===== config.mk =====
export PLATFORM = sky130hd
export DESIGN_NAME = fft_input_loader
export DESIGN_NICKNAME = d
export VERILOG_FILES = /design/src/rtl/fft_input_loader.sv
export SDC_FILE = /design/constraint.sdc
export NUM_CORES = 1
export LEC_CHECK = 0
export BUFFER_PORTS_ARGS = -buffer_cell sky130_fd_sc_hd__buf_4
export CAP_MARGIN = 40
export CORE_ASPECT_RATIO = 1.4
export CORE_MARGIN = 3
export CORE_UTILIZATION = 25
export CTS_CLUSTER_DIAMETER = 150
export DETAILED_ROUTE_END_ITERATION = 8
export PLACE_DENSITY = 0.49
export SLEW_MARGIN = 20
export SYNTH_ARGS = -nofsm -noshare
export SYNTH_HDL_FRONTEND = slang
export SYNTH_SLANG_ARGS = --single-unit

===== constraint.sdc =====
create_clock -name clk -period 1.85 [get_ports clk]
set_clock_uncertainty 0.2 [all_clocks]
set_input_delay 0.2775 -clock clk [delete_from_list [all_inputs] [get_ports clk]]
set_output_delay 0.2775 -clock clk [all_outputs]
set_load 0.01 [all_outputs]

===== src/rtl/fft_input_loader.sv =====
// Double-buffered FFT input loader: accepts a streaming sample per handshake,
// writes it to a two-bank sample RAM at the bit-reversed index, and hands
// complete frames to the FFT core in fill order.
//
// Ports:
//   clk, reset            clock, asynchronous active-high reset
//   clr                   synchronous abort of the partial frame
//   s_valid/s_data/s_ready upstream sample handshake
//   mem_we/mem_addr/mem_wdata sample-RAM write port ({bank, bitrev(index)})
//   frame_valid/frame_bank frame presented to the FFT core
//   frame_ack             FFT core finished with frame_bank
//   fill_count            samples accepted into the current frame
module fft_input_loader #(
  parameter int unsigned BIT_WIDTH  = 10,
  parameter int unsigned DATA_WIDTH = 16
) (
  input  logic                  clk,
  input  logic                  reset,
  input  logic                  clr,
  input  logic                  s_valid,
  input  logic [DATA_WIDTH-1:0] s_data,
  output logic                  s_ready,
  output logic                  mem_we,
  output logic [BIT_WIDTH:0]    mem_addr,
  output logic [DATA_WIDTH-1:0] mem_wdata,
  output logic                  frame_valid,
  output logic                  frame_bank,
  input  logic                  frame_ack,
  output logic [BIT_WIDTH-1:0]  fill_count
);

  typedef enum logic {FILL = 1'b0, STALL = 1'b1} state_t;

  state_t     state;
  logic       wr_bank;
  logic [1:0] full;          // bank holds a complete, unconsumed frame
  logic [1:0] rdy;           // bank's last RAM write has landed
  logic       done_d1;       // last sample of a frame was written last cycle
  logic       done_bank_d1;

  logic       hs;
  logic       last_hs;
  logic       ack;
  logic [1:0] full_next;
  logic [1:0] rdy_next;

  function automatic logic [BIT_WIDTH-1:0] bitrev(input logic [BIT_WIDTH-1:0] v);
    logic [BIT_WIDTH-1:0] r;
    r = '0;
    for (int i = 0; i < int'(BIT_WIDTH); i++) r[i] = v[int'(BIT_WIDTH) - 1 - i];
    return r;
  endfunction

  // s_ready is a pure decode of the state register
  assign s_ready = (state == FILL);

  // Handshake/ack qualification and next bank occupancy
  always_comb begin
    hs        = s_valid && s_ready && !clr;
    last_hs   = hs && (fill_count == '1);
    ack       = frame_ack && frame_valid;
    full_next = full;
    rdy_next  = rdy;
    if (ack) begin
      full_next[frame_bank] = 1'b0;
      rdy_next[frame_bank]  = 1'b0;
    end
    if (last_hs) full_next[wr_bank] = 1'b1;
    if (done_d1) rdy_next[done_bank_d1] = 1'b1;
  end

  // Loader state, RAM write port and frame presentation
  always_ff @(posedge clk or posedge reset) begin
    if (reset) begin
      state        <= FILL;
      wr_bank      <= 1'b0;
      full         <= 2'b00;
      rdy          <= 2'b00;
      done_d1      <= 1'b0;
      done_bank_d1 <= 1'b0;
      fill_count   <= '0;
      mem_we       <= 1'b0;
      mem_addr     <= '0;
      mem_wdata    <= '0;
      frame_valid  <= 1'b0;
      frame_bank   <= 1'b0;
    end else begin
      mem_we <= hs;
      if (hs) begin
        mem_addr  <= {wr_bank, bitrev(fill_count)};
        mem_wdata <= s_data;
      end

      if (clr)     fill_count <= '0;
      else if (hs) fill_count <= fill_count + BIT_WIDTH'(1);

      full         <= full_next;
      rdy          <= rdy_next;
      done_d1      <= last_hs;
      done_bank_d1 <= wr_bank;
      if (last_hs) wr_bank <= ~wr_bank;

      // frame_bank walks the banks in fill order; it only moves on an ack
      if (ack) begin
        frame_valid <= 1'b0;
        frame_bank  <= ~frame_bank;
      end else if (!frame_valid && rdy[frame_bank]) begin
        frame_valid <= 1'b1;
      end

      case (state)
        FILL:    if (last_hs && full_next[~wr_bank]) state <= STALL;
        STALL:   if (!full[wr_bank]) state <= FILL;
        default: state <= FILL;
      endcase
    end
  end

endmodule


-- Yosys cells after proc, flatten, opt, wreduce, memory -nomap -nowiden
Cells that the tools add are included.
- register bits: 48
- output and inout bits: 41
- magnitude comparators: 7
- eq/ne operators: 1
- reduce and logical (&&, ||, !) cells: 13
- muxes and demuxes: 23
- bitwise gates (word level): 8
- add/sub/neg operators: 1
- operator list (cell ; number):
    two-way mux 10 bit ; 2
    two-way mux 1 bit ; 13
    adder 10 x 1 -> 10 bit, second input constant ; 1
    == test 10 bit, second input constant ; 1
    logical AND 1 bit ; 9
    < comparator 1 x 2 -> 1 bit, second input constant ; 4
    two-way mux 2 bit ; 4
    bitwise AND 2 bit ; 2
    bitwise OR 2 bit ; 2
    nonzero test 2 bit ; 2
    demux 1 bit (select 1 bit) ; 3
    >= comparator 1 bit, second input constant ; 3
    NOT 1 bit ; 3
    logical NOT 1 bit ; 2
    NOT 2 bit ; 1
    one-hot mux 1 bit (2 select lines) ; 1

-- Longest topological paths before layout
- depth after elaboration: 14
- gate-level depth with buffers: 5
- depth with buffers taken out: 5

-- Worst setup path before layout
Ideal clock, no wire load.
- path type: register to register
- start: reg fill_count[0]
- end: reg wr_bank
- setup slack: 0.113 ns
- cell stages (with the launch flop): 5
- required time: 1.518 ns
- arrival time: 1.404 ns
- path buffers: 0
- cells stage by stage: dfrtp_1 > ha_1 > nand4b_1 > or4_4 > xnor2_1
- cells in the longest elaborated chain, start to end: 2
- ends and longest elaborated chain (element ; line ; text):
    start: declaration ; 29 ; output logic [BIT_WIDTH-1:0] fill_count
    start signal: assignment ; 95 ; else if (hs) fill_count <= fill_count + BIT_WIDTH'(1);
    == test 10 bit ; 60 ; last_hs = hs && (fill_count == '1);
    logical AND 1 bit ; 60 ;
    end signal: assignment ; 101 ; if (last_hs) wr_bank <= ~wr_bank;
    end: declaration ; 35 ; logic wr_bank;
Every way passes these cells.
A chain may end at the register's enable or synchronous reset.

-- Worst setup path in the final report
- start: reg state
- end: reg fill_count[5]
- cells in the longest elaborated chain, start to end: 4
- ends and longest elaborated chain (element ; line ; text):
    start: declaration ; 34 ; state_t state;
    start signal: assignment ; 75 ; state <= FILL;
    start signal: assignment ; 112 ; FILL: if (last_hs && full_next[~wr_bank]) state <= STALL;
    start signal: assignment ; 113 ; STALL: if (!full[wr_bank]) state <= FILL;
    NOT 1 bit ; -- ;
    logical AND 1 bit (2 in series) ; 59 ; hs = s_valid && s_ready && !clr;
    nonzero test 2 bit (no source line) ; -- ;
Every way passes these cells.

==> impl_metrics.xml <==
<?xml version="1.0" encoding="UTF-8"?>
<metrics>
  <group name="worst_setup_path">
    <metric name="r2r_start" unit="">state$_DFF_PP0_</metric>
    <metric name="worst_r2r_endpoint" unit="">fill_count[5]$_DFFE_PP0P_</metric>
    <metric name="crit_path_start_kind" unit="">flop</metric>
    <metric name="reg2reg_setup_slack" unit="ns">0.13</metric>
    <metric name="worstSetupPathType" unit="">flop to flop</metric>
    <metric name="timing.critical_path.required" unit="ns">1.88</metric>
    <metric name="critical_path.max_fanout" unit="">7</metric>
    <metric name="r2r_cells" unit="">3</metric>
    <metric name="worst-endpoint-arrival" unit="ns">1.75</metric>
    <metric name="critical_path.startpoint" unit="">state$_DFF_PP0_</metric>
    <metric name="endpoint_kind" unit="">flop</metric>
  </group>
  <group name="power">
    <metric name="internal_power" unit="mW">1.67</metric>
    <metric name="netSwitchingPower" unit="µW">628</metric>
    <metric name="pwr_density_cell" unit="nW/µm²">801</metric>
    <metric name="worst_vdd_rail_ir_drop" unit="V">0.000405</metric>
    <metric name="comb_power_share" unit="">0.188</metric>
    <metric name="seq_power_share" unit="">0.528</metric>
    <metric name="p_sw_frac" unit="">0.274</metric>
    <metric name="cellLeakagePower" unit="nW">1.33</metric>
    <metric name="total_power" unit="mW">2.29</metric>
    <metric name="clock_power_share" unit="">0.285</metric>
  </group>
  <group name="yosys">
    <metric name="postSynthCellCount" unit="">144</metric>
    <metric name="synth_top_family_by_area" unit="">multiplexers</metric>
    <metric name="adder_cell_share_of_the_synthesized_area" unit="">0.00639</metric>
    <metric name="mappedNetlistNets" unit="">166</metric>
    <metric name="number_of_synthesized_flops_with_an_enable_pin" unit="">0</metric>
    <metric name="synth_ff_type" unit="">dfrtp_1</metric>
    <metric name="synth.top_cell.area_share" unit="">0.613</metric>
    <metric name="synth_warnings" unit="">0</metric>
    <metric name="postSynth.asyncResetShare" unit="">1.00</metric>
    <metric name="synth_area_leaders" unit="">dfrtp_1, mux2_2, o21ai_0</metric>
    <metric name="synthDistinctLibCells" unit="">34</metric>
    <metric name="syn_area" unit="µm²">1960</metric>
    <metric name="avgSynthCellArea" unit="µm²">13.6</metric>
    <metric name="netlist.top_cell.by_area" unit="">dfrtp_1</metric>
    <metric name="post_synthesis_sequential_element_count" unit="">48</metric>
    <metric name="synth_xor_area_frac" unit="">0.0224</metric>
    <metric name="yosysSeqAreaShare" unit="">0.613</metric>
    <metric name="compound_gate_fraction_of_synth_area" unit="">0.0658</metric>
    <metric name="synth.area.mux_share" unit="">0.176</metric>
    <metric name="synthSimpleGateAreaFrac" unit="">0.0863</metric>
  </group>
  <group name="sta">
    <metric name="timing.slew.headroom" unit="">0.751</metric>
    <metric name="timing.fmax" unit="MHz">581</metric>
    <metric name="rsz0062_at_grt" unit="">false</metric>
    <metric name="post_route_hold_slack" unit="ns">0.0267</metric>
    <metric name="setup-violations-final" unit="">0</metric>
    <metric name="finalHoldViolCount" unit="">0</metric>
    <metric name="final.period_utilization" unit="">0.931</metric>
    <metric name="period_needed" unit="ns">1.72</metric>
    <metric name="worst_slew_pin_slew" unit="ns">0.370</metric>
    <metric name="fin_setup_tns" unit="ns">0</metric>
    <metric name="slew_viol_final" unit="">0</metric>
  </group>
  <group name="job">
    <metric name="drv.max_cap_violation_count" unit="">0</metric>
  </group>
  <group name="clock_tree">
    <metric name="cts.repair_timing.setup_buffer_count" unit="">0</metric>
    <metric name="insertion_delay" unit="ns">0.30</metric>
    <metric name="tritoncts" unit="">yes</metric>
    <metric name="max-clock-path-buffers" unit="">2</metric>
    <metric name="cts_root_buf" unit="">clkbuf_8</metric>
    <metric name="cts.sink_count" unit="">48</metric>
    <metric name="cts_hold_buf" unit="">17</metric>
    <metric name="clk_pin_slew_worst_paths" unit="ns">0.10</metric>
    <metric name="numCtsBuffers" unit="">5</metric>
    <metric name="ctsHtreeMaxLevel" unit="">2</metric>
    <metric name="cts.repair.resized" unit="">0</metric>
  </group>
  <group name="worst_hold_path">
    <metric name="timing.hold.worst_endpoint" unit="">fill_count[0]$_DFFE_PP0P_</metric>
    <metric name="type_of_the_most_critical_hold_path" unit="">input port to flop</metric>
    <metric name="whs_path_depth" unit="">2</metric>
    <metric name="hp-start" unit="">clr</metric>
  </group>
  <group name="placement">
    <metric name="number_of_placed_instances_taps_included" unit="">307</metric>
    <metric name="globalplace.congestion" unit="">0.678</metric>
    <metric name="port_buffers" unit="">61</metric>
    <metric name="dp_hpwl" unit="mm">3.03</metric>
  </group>
  <group name="cells_and_area">
    <metric name="layout_common_cells" unit="">buf_4, dfrtp_1, mux2_2</metric>
    <metric name="post-route-util" unit="">0.382</metric>
    <metric name="num_antenna_cells" unit="">0</metric>
    <metric name="layout.cells.most_common" unit="">buf_4</metric>
    <metric name="drive_gt1_frac" unit="">0.502</metric>
    <metric name="final_nets" unit="">256</metric>
    <metric name="syn_to_final_growth" unit="%">46.3</metric>
    <metric name="layoutNonFillerInstCount" unit="">332</metric>
  </group>
  <group name="outcome">
    <metric name="outcome" unit="">complete, no violations</metric>
  </group>
  <group name="route">
    <metric name="final_antenna_net_count" unit="">0</metric>
    <metric name="drt_iter0_markers" unit="">45</metric>
    <metric name="drt-pass1-iter-count" unit="">4</metric>
    <metric name="wire_per_inst" unit="µm">13.4</metric>
    <metric name="detailroute.via_count" unit="">1447</metric>
    <metric name="detail_route.drc_violations" unit="">0</metric>
    <metric name="drt-total-wl" unit="mm">4.45</metric>
    <metric name="drt-vias-per-instance" unit="">4.36</metric>
  </group>
  <group name="grt">
    <metric name="antenna_found_initial" unit="">0</metric>
    <metric name="grt_pass1_vias" unit="">1572</metric>
    <metric name="grt_max_degree" unit="">49</metric>
    <metric name="globalRouteOverflowTotal" unit="">0</metric>
    <metric name="grt_pass1_wl" unit="mm">7.71</metric>
    <metric name="gr-usage-all-layers" unit="">0.110</metric>
  </group>
  <group name="die">
    <metric name="die_h" unit="µm">111</metric>
    <metric name="floorplan.initialDensity" unit="">0.261</metric>
    <metric name="die_area" unit="µm²">8950</metric>
    <metric name="core" unit="µm²">7500</metric>
    <metric name="placementRows" unit="">37</metric>
    <metric name="die-width" unit="µm">80.8</metric>
    <metric name="floorplan.io_pins" unit="">62</metric>
  </group>
</metrics>
## through the flow
| step | setup WS [ns] | instance area [µm²] |
|---|---|---|
| after floorplan | 0.113 | 1960 |
| after global placement | 0.167 | 2600 |
| after detailed placement | 0.113 | 2600 |
| after CTS | 0.114 | 2860 |
| after global routing | 0.00218 | 2860 |
| final | 0.128 | 2860 |
## final cells by class
| class | instances | area, µm² |
|---|---|---|
| fillers | 739 | 4640 |
| clock inverters | 3 | 23.8 |
| flip-flops and latches | 48 | 1200 |
| multi-input cells | 84 | 702 |
| well taps | 97 | 121 |
| inverters | 6 | 23.8 |
| clock buffers | 5 | 68.8 |
| repair buffers | 89 | 723 |
## sequential cells by signal, summed over array words and instances, names as in the netlist, 2 cells and up
signal and cells:
mem_addr 11, mem_wdata 16, rdy 2, fill_count 10, full 2
## layer usage
metal  vias to the layer above  track usage  share of wire
met2                        46        0.177           0.49
met3                         6       0.0276          0.061
li1                        689            -              -
met4                         0       0.0406          0.016
met5                         -            0              0
met1                       706        0.140           0.43
## worst max-delay path by stage
stage / endpoint / slack (ns) / cells past startpoint
after global placement: fill_count[5]$_DFFE_PP0P_ / 0.17 / 3
after CTS: fill_count[5]$_DFFE_PP0P_ / 0.11 / 3
after detailed placement: fill_count[7]$_DFFE_PP0P_ / 0.11 / 3
final: fill_count[5]$_DFFE_PP0P_ / 0.13 / 3
after floorplan: wr_bank$_DFFE_PP0N_ / 0.11 / 4
after global routing: fill_count[5]$_DFFE_PP0P_ / 0.002 / 3
## critical path: stages, from the launching register on
cell and delay, ns:
dfrtp_1 0.43, nand4b_1 0.33, or4_1 0.53, a21oi_1 0.17
## synthesized netlist by cell type (2+ instances only)
cell type   n
mux2i_1     3
a21oi_1     6
nand4b_1    2
o31ai_1     3
dfrtp_1    48
nor2_1      3
or4_1       3
nand3_1     2
inv_1       5
xnor2_1     4
clkbuf_1    3
nand2_1     3
mux2_2     28
buf_4       3
nand2b_1    2
or3_2       2
o21ai_0     7
## kinds of logic after synthesis
logic type / Yosys count
simple gates: 26
compound gates: 21
buf+inv: 12
fa+ha+maj: 1
flops: 48
mux: 31
xor+xnor: 5
## power groups by stage
stage	Combinational (mW)	Clock, mW	Sequential (mW)
after global placement	0.408	0	1.23
after detailed placement	0.413	0	1.23
final	0.431	0.653	1.21
after floorplan	0.177	0	1.25
after global routing	0.473	0.723	1.23
after CTS	0.441	0.680	1.21
No activity file was read; power rests on OpenSTA's default activity.
